### src/rtl/bool_eqv_pkg.sv
// Shared state encoding and sizing helpers for the boolean equivalence sweeper.
package bool_eqv_pkg;

  localparam logic [1:0] ST_IDLE   = 2'd0;
  localparam logic [1:0] ST_DRIVE  = 2'd1;
  localparam logic [1:0] ST_SAMPLE = 2'd2;
  localparam logic [1:0] ST_DONE   = 2'd3;

  typedef enum logic [1:0] {
    IDLE   = ST_IDLE,
    DRIVE  = ST_DRIVE,
    SAMPLE = ST_SAMPLE,
    DONE   = ST_DONE
  } state_t;

  function automatic int vec_count(input int n_in);
    return 1 << n_in;
  endfunction

  // Wide enough for every pair mismatching on every vector.
  function automatic int cnt_width(input int n_in, input int n_pairs);
    return $clog2(vec_count(n_in) * n_pairs + 1);
  endfunction

endpackage

### src/rtl/bool_eqv_popcount.sv
// Combinational population count of a W-bit vector.
module bool_eqv_popcount #(
  parameter int W     = 4,
  parameter int OUT_W = $clog2(W + 1)
) (
  input  logic [W-1:0]     vec_i,
  output logic [OUT_W-1:0] cnt_o
);

  always_comb begin
    cnt_o = '0;
    for (int i = 0; i < W; i++) begin
      cnt_o = cnt_o + OUT_W'(vec_i[i]);
    end
  end

endmodule

### src/rtl/bool_eqv_sweeper.sv
// Exhaustive input sweeper comparing raw vs simplified outputs of a boolean block.
// Optional first-failure capture ports are enabled by defining BOOL_EQV_FIRST_FAIL_EN.
module bool_eqv_sweeper
  import bool_eqv_pkg::*;
#(
  parameter int N_IN    = 3,
  parameter int N_PAIRS = 4,
  parameter int SETTLE  = 1,
  localparam int CNT_W  = cnt_width(N_IN, N_PAIRS)
) (
  input  logic               clk,
  input  logic               rst_n,
  input  logic               start,
  input  logic [N_PAIRS-1:0] raw,
  input  logic [N_PAIRS-1:0] simp,
  output logic [N_IN-1:0]    abc,
  output logic               busy,
  output logic               done,
  output logic               pass,
  output logic [N_PAIRS-1:0] err_mask,
  output logic [CNT_W-1:0]   err_cnt
`ifdef BOOL_EQV_FIRST_FAIL_EN
  ,
  output logic               fail_valid,
  output logic [N_IN-1:0]    fail_vec,
  output logic [N_PAIRS-1:0] fail_mask
`endif
);

  localparam int SET_W = (SETTLE > 1) ? $clog2(SETTLE) : 1;
  localparam int PC_W  = $clog2(N_PAIRS + 1);
  localparam logic [N_IN-1:0]  ABC_LAST = '1;
  localparam logic [SET_W-1:0] SET_LAST = SET_W'(SETTLE - 1);

  state_t             state_q, state_d;
  logic [N_IN-1:0]    abc_q, abc_d;
  logic [SET_W-1:0]   settle_q, settle_d;
  logic [N_PAIRS-1:0] mask_q, mask_d;
  logic [CNT_W-1:0]   cnt_q, cnt_d;
  logic [N_PAIRS-1:0] diff;
  logic [PC_W-1:0]    diff_pc;
  logic               start_acc;
  logic               sample_en;

  assign diff      = raw ^ simp;
  assign start_acc = start && (state_q == IDLE || state_q == DONE);
  assign sample_en = (state_q == SAMPLE);

  bool_eqv_popcount #(.W(N_PAIRS), .OUT_W(PC_W)) u_popcount (
    .vec_i (diff),
    .cnt_o (diff_pc)
  );

  always_comb begin
    state_d  = state_q;
    abc_d    = abc_q;
    settle_d = settle_q;
    mask_d   = mask_q;
    cnt_d    = cnt_q;
    case (state_q)
      IDLE, DONE: begin
        if (start_acc) begin
          state_d  = DRIVE;
          abc_d    = '0;
          settle_d = '0;
          mask_d   = '0;
          cnt_d    = '0;
        end
      end
      DRIVE: begin
        settle_d = settle_q + 1'b1;
        if (settle_q == SET_LAST) state_d = SAMPLE;
      end
      SAMPLE: begin
        mask_d = mask_q | diff;
        cnt_d  = cnt_q + CNT_W'(diff_pc);
        if (abc_q == ABC_LAST) begin
          state_d = DONE;
        end else begin
          abc_d    = abc_q + 1'b1;
          settle_d = '0;
          state_d  = DRIVE;
        end
      end
      default: state_d = IDLE;
    endcase
  end

  always_ff @(posedge clk or negedge rst_n) begin
    if (!rst_n) begin
      state_q  <= IDLE;
      abc_q    <= '0;
      settle_q <= '0;
      mask_q   <= '0;
      cnt_q    <= '0;
    end else begin
      state_q  <= state_d;
      abc_q    <= abc_d;
      settle_q <= settle_d;
      mask_q   <= mask_d;
      cnt_q    <= cnt_d;
    end
  end

  assign abc      = abc_q;
  assign busy     = (state_q == DRIVE) || (state_q == SAMPLE);
  assign done     = (state_q == DONE);
  assign pass     = done && (cnt_q == '0);
  assign err_mask = mask_q;
  assign err_cnt  = cnt_q;

`ifdef BOOL_EQV_FIRST_FAIL_EN
  logic               fvalid_q, fvalid_d;
  logic [N_IN-1:0]    fvec_q, fvec_d;
  logic [N_PAIRS-1:0] fmask_q, fmask_d;

  // Only the first mismatching vector of a run is latched.
  always_comb begin
    fvalid_d = fvalid_q;
    fvec_d   = fvec_q;
    fmask_d  = fmask_q;
    if (start_acc) begin
      fvalid_d = 1'b0;
      fvec_d   = '0;
      fmask_d  = '0;
    end else if (sample_en && (diff != '0) && !fvalid_q) begin
      fvalid_d = 1'b1;
      fvec_d   = abc_q;
      fmask_d  = diff;
    end
  end

  always_ff @(posedge clk or negedge rst_n) begin
    if (!rst_n) begin
      fvalid_q <= 1'b0;
      fvec_q   <= '0;
      fmask_q  <= '0;
    end else begin
      fvalid_q <= fvalid_d;
      fvec_q   <= fvec_d;
      fmask_q  <= fmask_d;
    end
  end

  assign fail_valid = fvalid_q;
  assign fail_vec   = fvec_q;
  assign fail_mask  = fmask_q;
`else
  logic unused_sample_en;
  assign unused_sample_en = sample_en;
`endif

endmodule

### config.mk
export PLATFORM = sky130hd
export DESIGN_NAME = bool_eqv_sweeper
export DESIGN_NICKNAME = d
export VERILOG_FILES = /design/src/rtl/bool_eqv_pkg.sv /design/src/rtl/bool_eqv_popcount.sv /design/src/rtl/bool_eqv_sweeper.sv
export SDC_FILE = /design/constraint.sdc
export NUM_CORES = 1
export LEC_CHECK = 0
export BUFFER_PORTS_ARGS = -buffer_cell sky130_fd_sc_hd__buf_2
export CELL_PAD_IN_SITES_DETAIL_PLACEMENT = 0
export CELL_PAD_IN_SITES_GLOBAL_PLACEMENT = 1
export CORE_ASPECT_RATIO = 1.25
export CORE_MARGIN = 1.5
export CORE_UTILIZATION = 39
export CTS_CLUSTER_SIZE = 20
export DETAILED_ROUTE_END_ITERATION = 6
export PLACE_DENSITY_LB_ADDON = 0.2
export SLEW_MARGIN = 20
export SYNTH_ARGS = -nofsm -noshare
export SYNTH_HDL_FRONTEND = slang
export SYNTH_SLANG_ARGS = --single-unit
### constraint.sdc
create_clock -name clk -period 2 [get_ports clk]
set_input_delay 0.5 -clock clk [delete_from_list [all_inputs] [get_ports clk]]
set_output_delay 0.5 -clock clk [all_outputs]
set_load 0.005 [all_outputs]
==> impl_metrics.tcl <==
set metrics [dict create \
    ant_nets 0 \
    synthArstFlopShare_pct 100 \
    met2_usage_pct 31.7 \
    period_needed_ns 2.35 \
    cts.sinks 16 \
    p_leak_uw 0.000703 \
    drc 0 \
    ys_types 34 \
    hp-class "in2async" \
    cts_tree "done" \
    fin_util_pct 58.6 \
    drive_gt1_share_pct 45.8 \
    post-synth-top-area-cell "dfrtp_1" \
    crit_path_start_kind "input pin" \
    ys_warn_count 0 \
    maxSlewHeadroom_pct 74.6 \
    gr-usage-met3_pct 2.96 \
    rsz0062_at_grt "true" \
    worstPathMaxFanout 2 \
    cts_max_level 1 \
    r2r_setup_slack_ns 0.25 \
    synthSimpleGateAreaFrac_pct 15.1 \
    ys.flop_type "dfrtp_1" \
    place.gp.congestion 0.798 \
    synth_edf_count 0 \
    synth_nets 128 \
    antenna_cells 0 \
    synth_compound_area_share_pct 17.7 \
    finClkSkew_ns 0.00146 \
    wl_per_cell_um 14.1 \
    io_pins 27 \
    tightestPinTransition_ns 0.381 \
    drt_iter0_drc 15 \
    grt_pass1_wl_um 3940 \
    status "finished with violations" \
    grt_max_degree 17 \
    drv_slew 0 \
    crit_path_end "err_cnt[2]" \
    synth_xor_xnor_area_share_pct 4.20 \
    cts_buffers 3 \
    std_cell_rows 20 \
    clkSlewWorstSetupHoldPaths_ns 0.10 \
    synth_top_family_by_area "compound AO/OA/AOI/OAI gates" \
    antenna_found_initial 0 \
    use_met1_pct 20.4 \
    r2r-end "settle_q" \
    rr_worst_depth 5 \
    yosysMostFrequentCell "dfrtp_1" \
    violations "setup timing" \
    dp_hpwl_um 1710 \
    clk_latency_ns 0.28 \
    coreArea_mm2 0.00248 \
    pre_cts_slack_ns -0.733 \
    ys_seq_elements 16 \
    synth_top_cells_by_area "dfrtp_1 (38%), ha_1 (12%), nand2_1 (4.3%)" \
    die_w_um 49.3 \
    drv_cap 0 \
    setup_tns_ns -1.64 \
    worstPathArrival_ns 2.57 \
    finalHoldViolCount 0 \
    setup_ws_ns -0.353 \
    wl_um 2500 \
    synth_top_cell_area_share_pct 38.4 \
    netlist_top_cells_count "dfrtp_1 (16), nand2_1 (12), ha_1 (10)" \
    root_buffer "clkbuf_4" \
    hold-worst-slack_ns 0.115 \
    area_delta_synth_final_pct 39.1 \
    start_util_pct 42.1 \
    criticalPathCategory "in2reg" \
    synthesis.instances 105 \
    synth.avg_cell_area_um2 9.94 \
    critPathCaptureType "flip-flop" \
    portBuffers 26 \
    die_h_um 60.8 \
    grt_usage_pct 17.5 \
    first_pass_iters 4 \
    vias 935 \
    p_per_area_mw_per_mm2 1170 \
    seq_area_frac_synth_pct 38.4 \
    min_period_over_period_pct 118 \
    critPathLaunch "raw[1]" \
    busiest_layer "met2" \
    drt-vias-per-instance 5.28 \
    nNetsFinal 168 \
    finalSetupViolCount 6 \
    max_freq_mhz 425 \
    syn_area_mm2 0.00104 \
    worst_ep_required_time_ns 2.22 \
    cts_buffer_depth 2 \
    dieArea_mm2 0.00300 \
    timing.rr.start "state_q[1]" \
    grt_pass1_vias 889 \
    ir_drop_mv 0.609 \
    muxShareOfSynthArea_pct 3.48 \
    synthAdderAreaFrac_pct 15.8 \
    overflow 0 \
]
[registers in the layout (all words and copies together) (netlist names)]
name      count
state_q       2
settle_q      1
err_cnt       6
err_mask      4
abc           3
[routing by layer]
layer	share of wire [%]	vias up
li1	-	449
met1	41	467
met2	55	17
met3	3.2	2
met4	0.72	0
met5	0	-
[cell families after synthesis]
family	after synthesis
XOR/XNOR	5
buffers and inverters	12
AO/OA/AOI/OAI	26
flip-flops	16
AND/OR/NAND/NOR	31
adder cells (fa/ha/maj)	12
multiplexers	3
[power by group]
| group | internal [uW] | switching (uW) | total (uW) |
|---|---|---|---|
| Clock | 111 | 107 | 217 |
| Combinational | 497 | 486 | 983 |
| Sequential | 422 | 74.4 | 496 |
[layout make-up]
class	count	area, um2
clock buffers	4	36.3
multi-input cells	77	703
flip-flops and latches	16	400
well taps	33	41.3
fillers	237	1030
repair buffers	38	236
inverters	9	33.8
[timing repair]
action / 4_1_cts / 5_1_grt
gates cloned: 0 / 0
pin swaps: 12 / 8
hold buffers: 0 / 0
gates resized for setup: 14 / 8
buffers inserted: 4 / 0
hold endpoints to repair: 0 / 0
setup endpoints to repair: 6 / 6
[cells in the final DEF (no fill, tap or decap), drive strengths merged, types with 3 or more instances in the layout]
master  count
a21oi       3
a22o        3
buf        38
clkbuf      4
dfrtp      16
ha         10
inv         9
nand2      12
nor2        6
nor2b       3
o211ai      3
o21ai       6
xor2        3
[worst min path at each step]
stage | startpoint | end | slack [ns]
floorplan | rst_n | abc[0] | 0.20
global placement | rst_n | err_cnt[4] | 0.44
detailed placement | rst_n | err_cnt[4] | 0.44
finish | rst_n | err_cnt[4] | 0.12
CTS | rst_n | err_cnt[1] | 0.12
global route | rst_n | err_cnt[4] | 0.12
[through the flow]
step	instances	area [um2]	power, uW
finish	177	1450	1700
global route	177	1450	1840
CTS	177	1410	1670
detailed placement	169	1270	1340
global placement	169	1270	1310
floorplan	105	1060	1060
[worst max-delay path: stages]
cell	delay (ns)
buf_6	0.09
xor2_2	0.17
ha_1	0.30
inv_2	0.06
fa_2	0.43
inv_2	0.08
ha_4	0.12
inv_2	0.03
fa_2	0.38
buf_6	0.14
xor2_2	0.13
o21ai_1	0.12
Note: power is estimated with default switching activity, not from simulation.
